`src/rtl/ace_snoop_responder.sv`:
```
// ACE snoop responder: tracks a small set of cached lines, answers AC snoops on CR and streams line data on CD.
// Define SNOOP_ERR_EN to answer unsupported snoop opcodes with an Error-only response instead of all-zero.

`ifndef SNOOP_ADD_BUS_WIDTH
`define SNOOP_ADD_BUS_WIDTH 32
`endif
`ifndef SNOOP_DATA_BUS_WIDTH
`define SNOOP_DATA_BUS_WIDTH 64
`endif

module ace_snoop_responder #(
  parameter int NUM_LINES   = 8,
  parameter int LINE_BEATS  = 4,
  parameter int ADDR_W      = `SNOOP_ADD_BUS_WIDTH,
  parameter int DATA_W      = `SNOOP_DATA_BUS_WIDTH,
  parameter int OFFSET_BITS = 5,
  localparam int IDX_W  = $clog2(NUM_LINES),
  localparam int BEAT_W = $clog2(LINE_BEATS),
  localparam int TAG_W  = ADDR_W - OFFSET_BITS
) (
  input  logic              aclk,
  input  logic              arst,
  input  logic              ac_valid,
  output logic              ac_ready,
  input  logic [ADDR_W-1:0] ac_addr,
  input  logic [3:0]        ac_snoop,
  input  logic [2:0]        ac_prot,
  output logic              cr_valid,
  input  logic              cr_ready,
  output logic [4:0]        cr_resp,
  output logic              cd_valid,
  input  logic              cd_ready,
  output logic [DATA_W-1:0] cd_data,
  output logic              cd_last,
  input  logic              ln_wr_en,
  input  logic [IDX_W-1:0]  ln_wr_idx,
  input  logic [TAG_W-1:0]  ln_wr_tag,
  input  logic [2:0]        ln_wr_state,
  output logic [IDX_W-1:0]  rd_idx,
  output logic [BEAT_W-1:0] rd_beat,
  input  logic [DATA_W-1:0] rd_data,
  output logic              busy
);

  localparam logic [2:0] ST_I  = 3'd0;
  localparam logic [2:0] ST_UC = 3'd1;
  localparam logic [2:0] ST_UD = 3'd2;
  localparam logic [2:0] ST_SC = 3'd3;
  localparam logic [2:0] ST_SD = 3'd4;
  localparam logic [BEAT_W-1:0] LAST_BEAT = BEAT_W'(LINE_BEATS - 1);

  typedef enum logic [2:0] {IDLE, LOOKUP, RESP, DPREP, DATA} state_t;

  state_t state, state_nxt;

  logic [TAG_W-1:0]  tag_q [NUM_LINES];
  logic [2:0]        st_q  [NUM_LINES];

  logic [TAG_W-1:0]  tag_r;
  logic [3:0]        snoop_r;
  logic [IDX_W-1:0]  hit_idx_r;
  logic [4:0]        resp_r;
  logic [2:0]        new_st_r;
  logic              upd_r;
  logic [BEAT_W-1:0] beat_r;

  logic              hit;
  logic [IDX_W-1:0]  hit_idx;
  logic [2:0]        hit_st;
  logic              was_unique;
  logic              dirty;
  logic [4:0]        resp;
  logic [2:0]        nxt_st;
  logic              upd;
  logic              ac_fire;

  logic unused_bits;
  assign unused_bits = ^{ac_prot, ac_addr[OFFSET_BITS-1:0]};

  assign ac_fire = ac_valid && ac_ready;
  assign cd_data = rd_data;

  // Descending scan so the lowest matching index wins.
  always_comb begin
    hit     = 1'b0;
    hit_idx = '0;
    hit_st  = ST_I;
    for (int i = NUM_LINES - 1; i >= 0; i--) begin
      if (st_q[i] != ST_I && tag_q[i] == tag_r) begin
        hit     = 1'b1;
        hit_idx = IDX_W'(i);
        hit_st  = st_q[i];
      end
    end
  end

  always_comb begin
    was_unique = hit && (hit_st == ST_UC || hit_st == ST_UD);
    dirty      = hit && (hit_st == ST_UD || hit_st == ST_SD);
    resp       = '0;
    nxt_st     = hit_st;
    upd        = 1'b0;
    case (snoop_r)
      4'b0000: if (hit) resp = {was_unique, 1'b1, 1'b0, 1'b0, 1'b1};
      4'b0001, 4'b0010, 4'b0011: if (hit) begin
        resp   = {was_unique, 1'b1, dirty, 1'b0, 1'b1};
        nxt_st = ST_SC;
        upd    = 1'b1;
      end
      4'b0111: if (hit) begin
        resp   = {was_unique, 1'b0, dirty, 1'b0, 1'b1};
        nxt_st = ST_I;
        upd    = 1'b1;
      end
      4'b1001: if (hit) begin
        resp   = {was_unique, 1'b0, dirty, 1'b0, dirty};
        nxt_st = ST_I;
        upd    = 1'b1;
      end
      4'b1000: if (hit) begin
        resp = {was_unique, 1'b1, dirty, 1'b0, dirty};
        upd  = 1'b1;
        if (hit_st == ST_UD) nxt_st = ST_UC;
        else if (hit_st == ST_SD) nxt_st = ST_SC;
      end
      4'b1101: if (hit) begin
        resp   = {was_unique, 4'b0000};
        nxt_st = ST_I;
        upd    = 1'b1;
      end
      default: begin
`ifdef SNOOP_ERR_EN
        resp = 5'b00010;
`else
        resp = 5'b00000;
`endif
      end
    endcase
  end

  always_ff @(posedge aclk) begin
    if (arst) state <= IDLE;
    else      state <= state_nxt;
  end

  always_comb begin
    state_nxt = state;
    ac_ready  = 1'b0;
    cr_valid  = 1'b0;
    cr_resp   = '0;
    cd_valid  = 1'b0;
    cd_last   = 1'b0;
    busy      = 1'b1;
    rd_idx    = '0;
    rd_beat   = beat_r;
    case (state)
      IDLE: begin
        busy     = 1'b0;
        ac_ready = !arst;
        if (ac_valid && !arst) state_nxt = LOOKUP;
      end
      LOOKUP: state_nxt = RESP;
      RESP: begin
        cr_valid = 1'b1;
        cr_resp  = resp_r;
        if (cr_ready) state_nxt = resp_r[0] ? DPREP : IDLE;
      end
      DPREP: begin
        rd_idx    = hit_idx_r;
        state_nxt = DATA;
      end
      DATA: begin
        rd_idx   = hit_idx_r;
        cd_valid = 1'b1;
        cd_last  = (beat_r == LAST_BEAT);
        // Look ahead one beat so rd_data lines up with the advanced counter.
        if (cd_ready && !cd_last) rd_beat = beat_r + BEAT_W'(1);
        if (cd_ready && cd_last) state_nxt = IDLE;
      end
      default: state_nxt = IDLE;
    endcase
  end

  always_ff @(posedge aclk) begin
    if (arst) begin
      for (int i = 0; i < NUM_LINES; i++) begin
        tag_q[i] <= '0;
        st_q[i]  <= ST_I;
      end
      tag_r     <= '0;
      snoop_r   <= '0;
      hit_idx_r <= '0;
      resp_r    <= '0;
      new_st_r  <= ST_I;
      upd_r     <= 1'b0;
      beat_r    <= '0;
    end else begin
      if (ln_wr_en && !busy) begin
        tag_q[ln_wr_idx] <= ln_wr_tag;
        st_q[ln_wr_idx]  <= ln_wr_state;
      end
      if (ac_fire) begin
        tag_r   <= ac_addr[ADDR_W-1:OFFSET_BITS];
        snoop_r <= ac_snoop;
      end
      if (state == LOOKUP) begin
        hit_idx_r <= hit_idx;
        resp_r    <= resp;
        new_st_r  <= nxt_st;
        upd_r     <= upd;
      end
      if (state == RESP && cr_ready && upd_r) st_q[hit_idx_r] <= new_st_r;
      if (state == DATA && cd_ready) beat_r <= cd_last ? '0 : beat_r + BEAT_W'(1);
    end
  end

endmodule
```
`config.mk`:
```
export PLATFORM = sky130hd
export DESIGN_NAME = ace_snoop_responder
export DESIGN_NICKNAME = d
export VERILOG_FILES = /design/src/rtl/ace_snoop_responder.sv
export SDC_FILE = /design/constraint.sdc
export NUM_CORES = 1
export LEC_CHECK = 0
export CORE_UTILIZATION = 30
export DETAILED_ROUTE_END_ITERATION = 6
export SYNTH_ARGS = -nofsm -noshare
export SYNTH_HDL_FRONTEND = slang
export SYNTH_SLANG_ARGS = --single-unit
```
`constraint.sdc`:
```
create_clock -name aclk -period 8 [get_ports aclk]
set_clock_uncertainty 0.05 [all_clocks]
set_input_delay 0.8 -clock aclk [delete_from_list [all_inputs] [get_ports aclk]]
set_output_delay 0.8 -clock aclk [all_outputs]
set_load 0.02 [all_outputs]
```
After elaboration in Yosys (flattened, before gate mapping)
Memory sizes are Yosys's and may differ from the RTL's.
Cells that the tools add are included.
{ "totals": {"inputBits": 142, "reg_bits": 48, "output_inout_bits": 79, "word_cells": 148, "n_memories": 2, "mem_bits_rw": 240} }
{ "classes": {"reduce_logical": 40, "eq_ne": 26, "muxes": 71, "n_addsub": 1} }
{ "mem_list": {"columns": ["name", "words", "width", "read_ports", "rd_ports_with_merged_regs", "write_ports", "line", "rtl"], "rows": [
  ["tag_q", 8, 27, 8, 0, 8, "56", "logic [TAG_W-1:0] tag_q [NUM_LINES];"],
  ["st_q", 8, 3, 8, 0, 8, "57", "logic [2:0] st_q [NUM_LINES];"]
]} }
{ "op_table": {"columns": ["cell", "count"], "rows": [
  ["$eq 27x27->1", 8],
  ["$mux 3", 30],
  ["$mux 5", 7],
  ["$pmux 5 s6", 1],
  ["$mux 27", 1],
  ["$reduce_or 27->1", 1],
  ["$mux 1", 26],
  ["$reduce_bool 3->1", 8],
  ["$logic_and 1x1->1", 18],
  ["$pmux 3 s5", 1],
  ["$eq 4x4->1 const B", 3],
  ["$reduce_or 3->1", 4],
  ["$eq 3x2->1 const B", 3],
  ["$pmux 3 s3", 1],
  ["$eq 4x2->1 const B", 2],
  ["$mux 2", 4],
  ["$reduce_or 7->1", 1],
  ["$eq 3x1->1 const B", 2],
  ["$eq 3x3->1 const B", 2],
  ["$ne 2x2->1 const B", 3],
  ["$eq 4x1->1 const B", 1],
  ["$eq 4x3->1 const B", 1],
  ["$logic_not 4->1", 1],
  ["$logic_not 3->1", 1],
  ["other kinds (6)", 8]
]} }

Logic depth before layout (Yosys ltp)
Gate-level depths: netlist of the first run.
{ "depth": {"ltp_word": 15, "depth_mapped": 11, "ltp_nobuf": 9} }

Least setup slack after synthesis of the first run
Ideal clock, no wire load.
{ "synth_timing": {"kind": "in2reg", "start": "input port arst", "end": "memory tag_q[5][0] in the netlist's numbering (enable)", "t_arrival_ns": 3.648, "stages": 4, "setup_ns": 0.449, "n_path_buf": 1, "path_slack_ns": 3.853, "cell_sequence": "clkbuf_1 > nor2_1 > nand3_1 > o21ai_0"} }
{ "synth_rtl": {"columns": ["element", "line", "rtl"], "rows": [
  ["start: declaration", "22", "input logic arst,"],
  ["end: declaration", "56", null]
]} }

Final worst setup path of the first run
{ "layout_timing": {"start": "register tag_r[6]", "end": "register resp_r[0]"} }
{ "layout_between": {"elab_chain_len": 15, "word_cells_on_any_way": 42, "cone_classes": "eq/ne: 10; mux: 22; reduce/logical: 10"} }
{ "layout_rtl": {"columns": ["element", "line", "rtl"], "rows": [
  ["start: declaration", "59", "logic [TAG_W-1:0] tag_r;"],
  ["start signal: assignment", "203", "tag_r <= ac_addr[ADDR_W-1:OFFSET_BITS];"],
  ["$eq 27x27->1", "89", "if (st_q[i] != ST_I && tag_q[i] == tag_r) begin"],
  ["$logic_and 1x1->1", "89", null],
  ["$mux 3 (8 in series)", "89", null],
  ["$eq 3x2->1 / $eq 3x3->1 (equally long branches)", "99", "dirty = hit && (hit_st == ST_UD || hit_st == ST_SD);"],
  ["$logic_or 1x1->1", "99", null],
  ["$logic_and 1x1->1", "99", null],
  ["$mux 5, on equally long branches", "120, 115", null],
  ["$pmux 5 s6 (*)", "103", "case (snoop_r)"],
  ["end signal: assignment", "208", "resp_r <= resp;"],
  ["end: declaration", "62", "logic [4:0] resp_r;"]
]} }
Mark *: on every way between the ends. The rest lies on a longest branch, timed or not.
A chain may end at the register's enable or synchronous reset.

==> summary.txt, run 1 <==
Power
  • Pwr/cell area: 226 nW/µm²
  • P_leak: 0.00642 µW
  • Peak supply drop: 0.000115 V

Routing
  • Routed Antenna Nets: 0
  • DRC: 0
  • 1st-pass router iterations: 6
  • Wire per inst: 24.5 µm
  • DR vias/cell: 5.09
  • DR iter-0 viols: 1187
  • Vias: 10.6k
  • Routed Wire Length: 50700 µm

Setup path
  • Worst setup SP type: flip-flop
  • Crit path kind: flip-flop to flip-flop
  • Worst-path fanout max: 9
  • Crit-path max cell delay: 1.09 ns
  • Critical Path RT: 8.41 ns
  • Crit. End Element: flip-flop
  • Worst path top cell family by delay: simple AND/OR/NAND/NOR gates
  • WP data arrival: 4.83 ns
  • Crit-path cells: xnor2_1, nand4_1, nor4_1, nand2_1, and4_1, a221oi_1, xor2_1, or4_4, o21ai_2
  • Slowest stage cell on the critical path: nor4_1
  • Bufs and invs on worst path: 0

Timing
  • Post-layout min period: 4.42 ns
  • Fin crit share: 55.2%
  • Final Max Tran Viols: 0
  • Max transition margin: 14.0%
  • # setup viols final: 0
  • Fin Setup TNS: 0 ns
  • Tightest Pin Transition: 1.28 ns
  • Fmax: 226 MHz
  • WHS: 0.395 ns
  • RSZ-0062 raised after global routing: false
  • Hold Fails Final Rpt: 0

Global route
  • Largest net degree at the start of global routing: 49
  • Initial antenna violation count: 5
  • First-pass GRT wire length: 71500 µm
  • Number of global-route vias before repair: 10.2k
  • All-layer global routing usage: 19.9%
  • Total gr overflow: 0

Yosys
  • Mapped Nets: 1509
  • Avg Inst Size Synth: 11.1 µm²
  • Post-synthesis sequential area ratio: 53.9%
  • Netlist cell types: 67
  • Yosys warns: 0
  • EDFF count, synth: 240
  • Synthesis-stage register bit count: 287
  • Synth top area share: 47.6%
  • Synth Cell Area: 15100 µm²
  • Top post-synthesis cells by area: edfxtp_1 48%, and2_1 9.6%, xor2_1 7.1%
  • Ys async rst share: 0%
  • Mapped Cells: 1366
  • Ys flop type: edfxtp_1
  • Area leader, netlist: edfxtp_1

Floorplanning
  • Starting Density: 30.7%
  • Die span in y: 227 µm
  • Row cnt: 81
  • Num ports: 221
  • Die X: 227 µm
  • Die area: 51300 µm²
  • CORE AREA: 49400 µm²

Clock network
  • Hold Buf Count CTS: 0
  • CTS buffer count: 34
  • CTS resizes: 0
  • CTS tree: built
  • Number of post-CTS setup repair buffers: 0
  • Later-pin clock latency in the skew report: 0.52 ns
  • Htree depth: 2
  • Clock root buffer master: clkbuf_16
  • Worst-path clk slew: 0.06 ns
  • Clk buf depth: 3
  • Clk sinks: 287

Cells and area
  • Most frequent cells in the layout: 240 x edfxtp_1, 231 x and2_1, 123 x xor2_1, 122 x nand2_1, 97 x xnor2_1
  • Nets: 1526
  • Commonest non-fill, non-tap cell in the layout: edfxtp_1
  • Layout cells sized above 1: 7.39%
  • Area growth from synthesis to layout: 14.8%

Outcome
  • Status: finished clean

Job
  • Maxcap violations: 0

Min path
  • Tightest Hold Check Type: flip-flop to flip-flop

Placement
  • Placer congestion estimate: 0.950
  • HPWL Detailed: 36300 µm
  • I/O Buffers: 83
final timing paths:
kind,from,to,slack (ns),cells after the start
hold / removal,resp_r[2]$_SDFFE_PP0P_,resp_r[2]$_SDFFE_PP0P_,0.39,2
setup / recovery,tag_r[6]$_SDFFE_PP0P_,resp_r[0]$_SDFFE_PP0P_,3.58,9
setup reg to reg,tag_r[6]$_SDFFE_PP0P_,resp_r[0]$_SDFFE_PP0P_,3.58,9
hold reg to reg,resp_r[2]$_SDFFE_PP0P_,resp_r[2]$_SDFFE_PP0P_,0.39,2
cell type report:
class	instances	area (µm²)
Antenna cell	3	7.51
Clock buffer	49	938
Clock inverter	12	190
Fill cell	4866	32000
Inverter	8	30.0
Multi-Input combinational cell	941	6180
Sequential cell	287	8150
Tap cell	664	831
Timing Repair Buffer	111	1040
report_power, final:
group	switching (µW)	internal, µW	total, µW
clock	626	980	1610
combinational	351	188	539
sequential	88.1	1690	1780
total	1070	2860	3930
per-stage QoR:
step           total power, µW  setup slack (ns)  util (%)  cell area, µm²  std cells
5_1_grt                   4040              3.34      35.2           17400       2072
3_3_place_gp              2350              3.68      32.9           16200       2011
4_1_cts                   3950              3.74      35.2           17400       2072
3_5_place_dp              2350              3.64      32.9           16200       2011
2_1_floorplan             2140              3.85         -           15100       1366
6_report                  3930              3.58      35.2           17400       2075
registers in the layout (all words and copies together) (netlist names):
signal	cells
state	3
new_st_r	3
upd_r	1
tag_r	27
tag_q	216
hit_idx_r	3
snoop_r	4
resp_r	4
st_q	24
beat_r	2
per-layer routing:
| layer | GRT usage (%) | vias up | part of all wire [%] |
|---|---|---|---|
| met3 | 3.67 | 113 | 7.2 |
| li1 | - | 4804 | - |
| met5 | 0 | - | 0 |
| met2 | 32.4 | 426 | 47 |
| met4 | 8.52 | 0 | 4.3 |
| met1 | 25.7 | 5215 | 42 |
logic make-up after synthesis:
family	synth area share (%)
AO/OA/AOI/OAI	3.49
XOR/XNOR	12.7
adder cells (fa/ha/maj)	0.0827
buffers and inverters	5.52
flip-flops	53.9
multiplexers	0.273
other	0.0248
AND/OR/NAND/NOR	24.0
worst min-delay path, stage by stage, from the launching register on:
cell     delay (ns)
dfxtp_1        0.32
nand2_1        0.06
o21ai_2        0.04
synthesized netlist by cell type (3+ instances only):
cell type and n:
o32ai_1 4, nand4_1 52, edfxtp_1 240, or4_1 8, dfxtp_1 47, buf_2 13, nand3_1 41, inv_1 8
o31ai_1 4, or2_2 3, buf_1 5, nor3_1 16, or4_4 5, mux2i_1 3, or3_1 8, and4_1 11
nand2b_1 5, buf_4 68, nor4_1 61, o21ai_0 19, a2111oi_0 4, a21oi_1 12, buf_6 6, xnor2_1 97
nand3b_1 6, nand4b_1 4, and3_1 4, nand2_1 122, nor2_1 51, and2_1 231, a22oi_1 4, xor2_1 123
clkbuf_1 38
(Power assumes the default switching activity.)
==> run 2: changes to the inputs <==
Clock period 8 ns to 4.14 ns, I/O delays scaled along.
==> summary.txt, run 2 (synthesized netlist as in run 1, its figures left out) <==
Placement
  • Inst Count DP: 2056 (+2.2%)
  • I/O Buffers: 83 (unchanged)
  • Setup WS pre-CTS: 0.410 ns (-3.23 ns)
  • HPWL Detailed: 38400 µm (+5.9%)
  • Placed inst area: 16600 µm² (+2.2%)
  • Placer congestion estimate: 0.942 (-0.84%)

Power
  • Pwr/cell area: 421 nW/µm² (+86%)
  • Peak supply drop: 0.000205 V (+77%)
  • P_leak: 0.00662 µW (+3.1%)

Floorplanning
  • CORE AREA: 49400 µm² (unchanged)
  • Num ports: 221 (unchanged)
  • Starting Density: 30.7% (unchanged)
  • Die span in y: 227 µm (unchanged)
  • Die area: 51300 µm² (unchanged)
  • Row cnt: 81 (unchanged)
  • Die X: 227 µm (unchanged)

Cells and area
  • Area growth from synthesis to layout: 16.7%
  • Largest register FFs: 216 (unchanged)
  • Nets: 1571 (+2.9%)
  • Biggest regs: tag_q: 216 flops, tag_r: 27 flops, st_q: 24 flops
  • Final non-filler cell total: 2119 (+2.1%)
  • Filler Cell Count: 4872 (+0.12%)
  • Most frequent cells in the layout: 240 x edfxtp_1, 231 x and2_1, 123 x xor2_1, 122 x nand2_1, 97 x xnor2_1
  • Commonest non-fill, non-tap cell in the layout: edfxtp_1
  • Final Cell Area: 17700 µm² (+1.6%)
  • Layout cells sized above 1: 10.1% (+2.7 points)
  • Top reg by flops: tag_q

Routing
  • DRC: 0 (unchanged)
  • Routed Wire Length: 50800 µm (+0.14%)
  • 1st-pass router iterations: 6 (unchanged)
  • Vias: 10.7k (+1.4%)
  • DR iter-0 viols: 1031 (-13%)
  • Wire per inst: 24.0 µm (-1.9%)
  • DR vias/cell: 5.05 (-0.68%)
  • Routed Antenna Nets: 0 (unchanged)

Setup path
  • R2r endpoint: resp_r[0]$_SDFFE_PP0P_
  • Crit. End Element: flip-flop
  • Worst R2R Path Depth: 10 (+1)
  • Worst path top cell family by delay: simple AND/OR/NAND/NOR gates
  • WP data arrival: 4.23 ns (-0.60 ns)
  • Worst setup SP type: flip-flop
  • Crit-path cells: xnor2_1, nand4_1, or4_1, a2111oi_0, o221ai_1, a221oi_1, buf_4, xor2_1, or4_4, o21ai_2
  • R2R Setup Slk: 0.32 ns (-3.26 ns)
  • Bufs and invs on worst path: 1 (+1)
  • FF-to-FF Start: tag_r[20]$_SDFFE_PP0P_
  • Worst-path fanout max: 6 (-3)
  • Crit path kind: flip-flop to flip-flop
  • Slowest stage cell on the critical path: dfxtp_1
  • Critical Path RT: 4.55 ns (-3.86 ns)
  • Crit-path max cell delay: 0.74 ns (-0.35 ns)

Clock network
  • Later-pin clock latency in the skew report: 0.53 ns (about the same)
  • CTS buffer count: 34 (unchanged)
  • Htree depth: 2 (unchanged)
  • Worst-path clk slew: 0.06 ns (about the same)
  • Clock root buffer master: clkbuf_16
  • CTS tree: built
  • Clk sinks: 287 (unchanged)
  • Hold Buf Count CTS: 0 (unchanged)
  • Clk buf depth: 3 (unchanged)
  • Number of post-CTS setup repair buffers: 0 (unchanged)
  • CTS resizes: 0 (unchanged)

Timing
  • # setup viols final: 0 (unchanged)
  • Fin Setup TNS: 0 ns (unchanged)
  • Final Max Tran Viols: 0 (unchanged)
  • RSZ-0062 raised after global routing: false
  • Fmax: 262 MHz (+16%)
  • Fin crit share: 92.2% (+37 points)
  • Hold Fails Final Rpt: 0 (unchanged)
  • Max transition margin: 34.8% (+21 points)
  • Final setup margin: 0.322 ns (-3.26 ns)
  • Post-layout min period: 3.82 ns (-0.600 ns)
  • Tightest Pin Transition: 0.969 ns (-0.309 ns)

Min path
  • Tightest Hold Check Type: primary input to flip-flop
  • Worst hold path cell count: 3 (+1)
  • Hold path start: ac_addr[9]
  • Worst Hold End: tag_r[4]$_SDFFE_PP0P_

Global route
  • All-layer global routing usage: 19.9% (about the same)
  • Initial antenna violation count: 3 (-2)
  • Total gr overflow: 0 (unchanged)
  • Largest net degree at the start of global routing: 31 (-37%)
  • First-pass GRT wire length: 72400 µm (+1.2%)
  • Number of global-route vias before repair: 10.5k (+3.5%)

Job
  • Maxcap violations: 0 (unchanged)

Outcome
  • Status: finished clean
run 2: cell count changes in the layout (fill, tap and decap cells not counted), sizes merged:
cell,change
buf,+45
bufinv,-3
clkinv,+2
inv,+1
clkbuf,-2
clkinvlp,+1
run 2: final cells by class:
| class | instances | area [µm²] | share of cell area, % |
|---|---|---|---|
| inverter | 8 | 30.0 | 0.170 |
| tap | 664 | 831 | 4.71 |
| clock inverter | 13 | 119 | 0.673 |
| antenna | 3 | 7.51 | 0.0425 |
| sequential | 287 | 8150 | 46.2 |
| clock buffer | 47 | 931 | 5.27 |
| timing repair buffer | 156 | 1400 | 7.95 |
| multi-input combinational | 941 | 6180 | 35.0 |
run 2: worst max-delay path by stage:
| stage | start | slack (ns) | to | cells past startpoint |
|---|---|---|---|---|
| after detailed placement | tag_r[20]$_SDFFE_PP0P_ | 0.41 | resp_r[0]$_SDFFE_PP0P_ | 10 |
| after global routing | tag_r[20]$_SDFFE_PP0P_ | 0.20 | resp_r[0]$_SDFFE_PP0P_ | 10 |
| after global placement | tag_r[20]$_SDFFE_PP0P_ | 0.42 | resp_r[2]$_SDFFE_PP0P_ | 10 |
| after floorplan | state[2]$_SDFFE_PP0P_ | 0.18 | tag_q[5][0]$_SDFFCE_PN0P_ | 5 |
| final | tag_r[20]$_SDFFE_PP0P_ | 0.32 | resp_r[0]$_SDFFE_PP0P_ | 10 |
| after CTS | tag_r[20]$_SDFFE_PP0P_ | 0.38 | resp_r[0]$_SDFFE_PP0P_ | 10 |
run 2: tightest hold or removal path, delay by kind of cell:
family	cells	cell delay (ns)
buffers and inverters	1	0.39
AND/OR/NAND/NOR	2	0.09
run 2: metrics by stage:
| stage | total power [µW] | hold WS [ns] | util (%) |
|---|---|---|---|
| final | 7440 | 0.365 | 35.8 |
| after global routing | 7680 | 0.395 | 35.7 |
| after CTS | 7470 | 0.353 | 35.7 |
| after detailed placement | 4590 | 0.389 | 33.6 |
| after global placement | 4580 | 0.394 | 33.6 |
| after floorplan | 4140 | 0.367 | - |
run 2: metal layers:
layer / up-vias / GRT usage, % / wire (µm)
li1: 4903 / - / -
met1: 5299 / 26.1 / 21800
met2: 404 / 32.3 / 23700
met3: 103 / 3.28 / 3450
met4: 0 / 8.15 / 1910
met5: - / 0 / 0
run 2: power by group:
group          internal (µW)  switching, µW  total (µW)
sequential              3270            151        3420
combinational            405            706        1110
clock                   1700           1200        2900
total                   5380           2060        7440
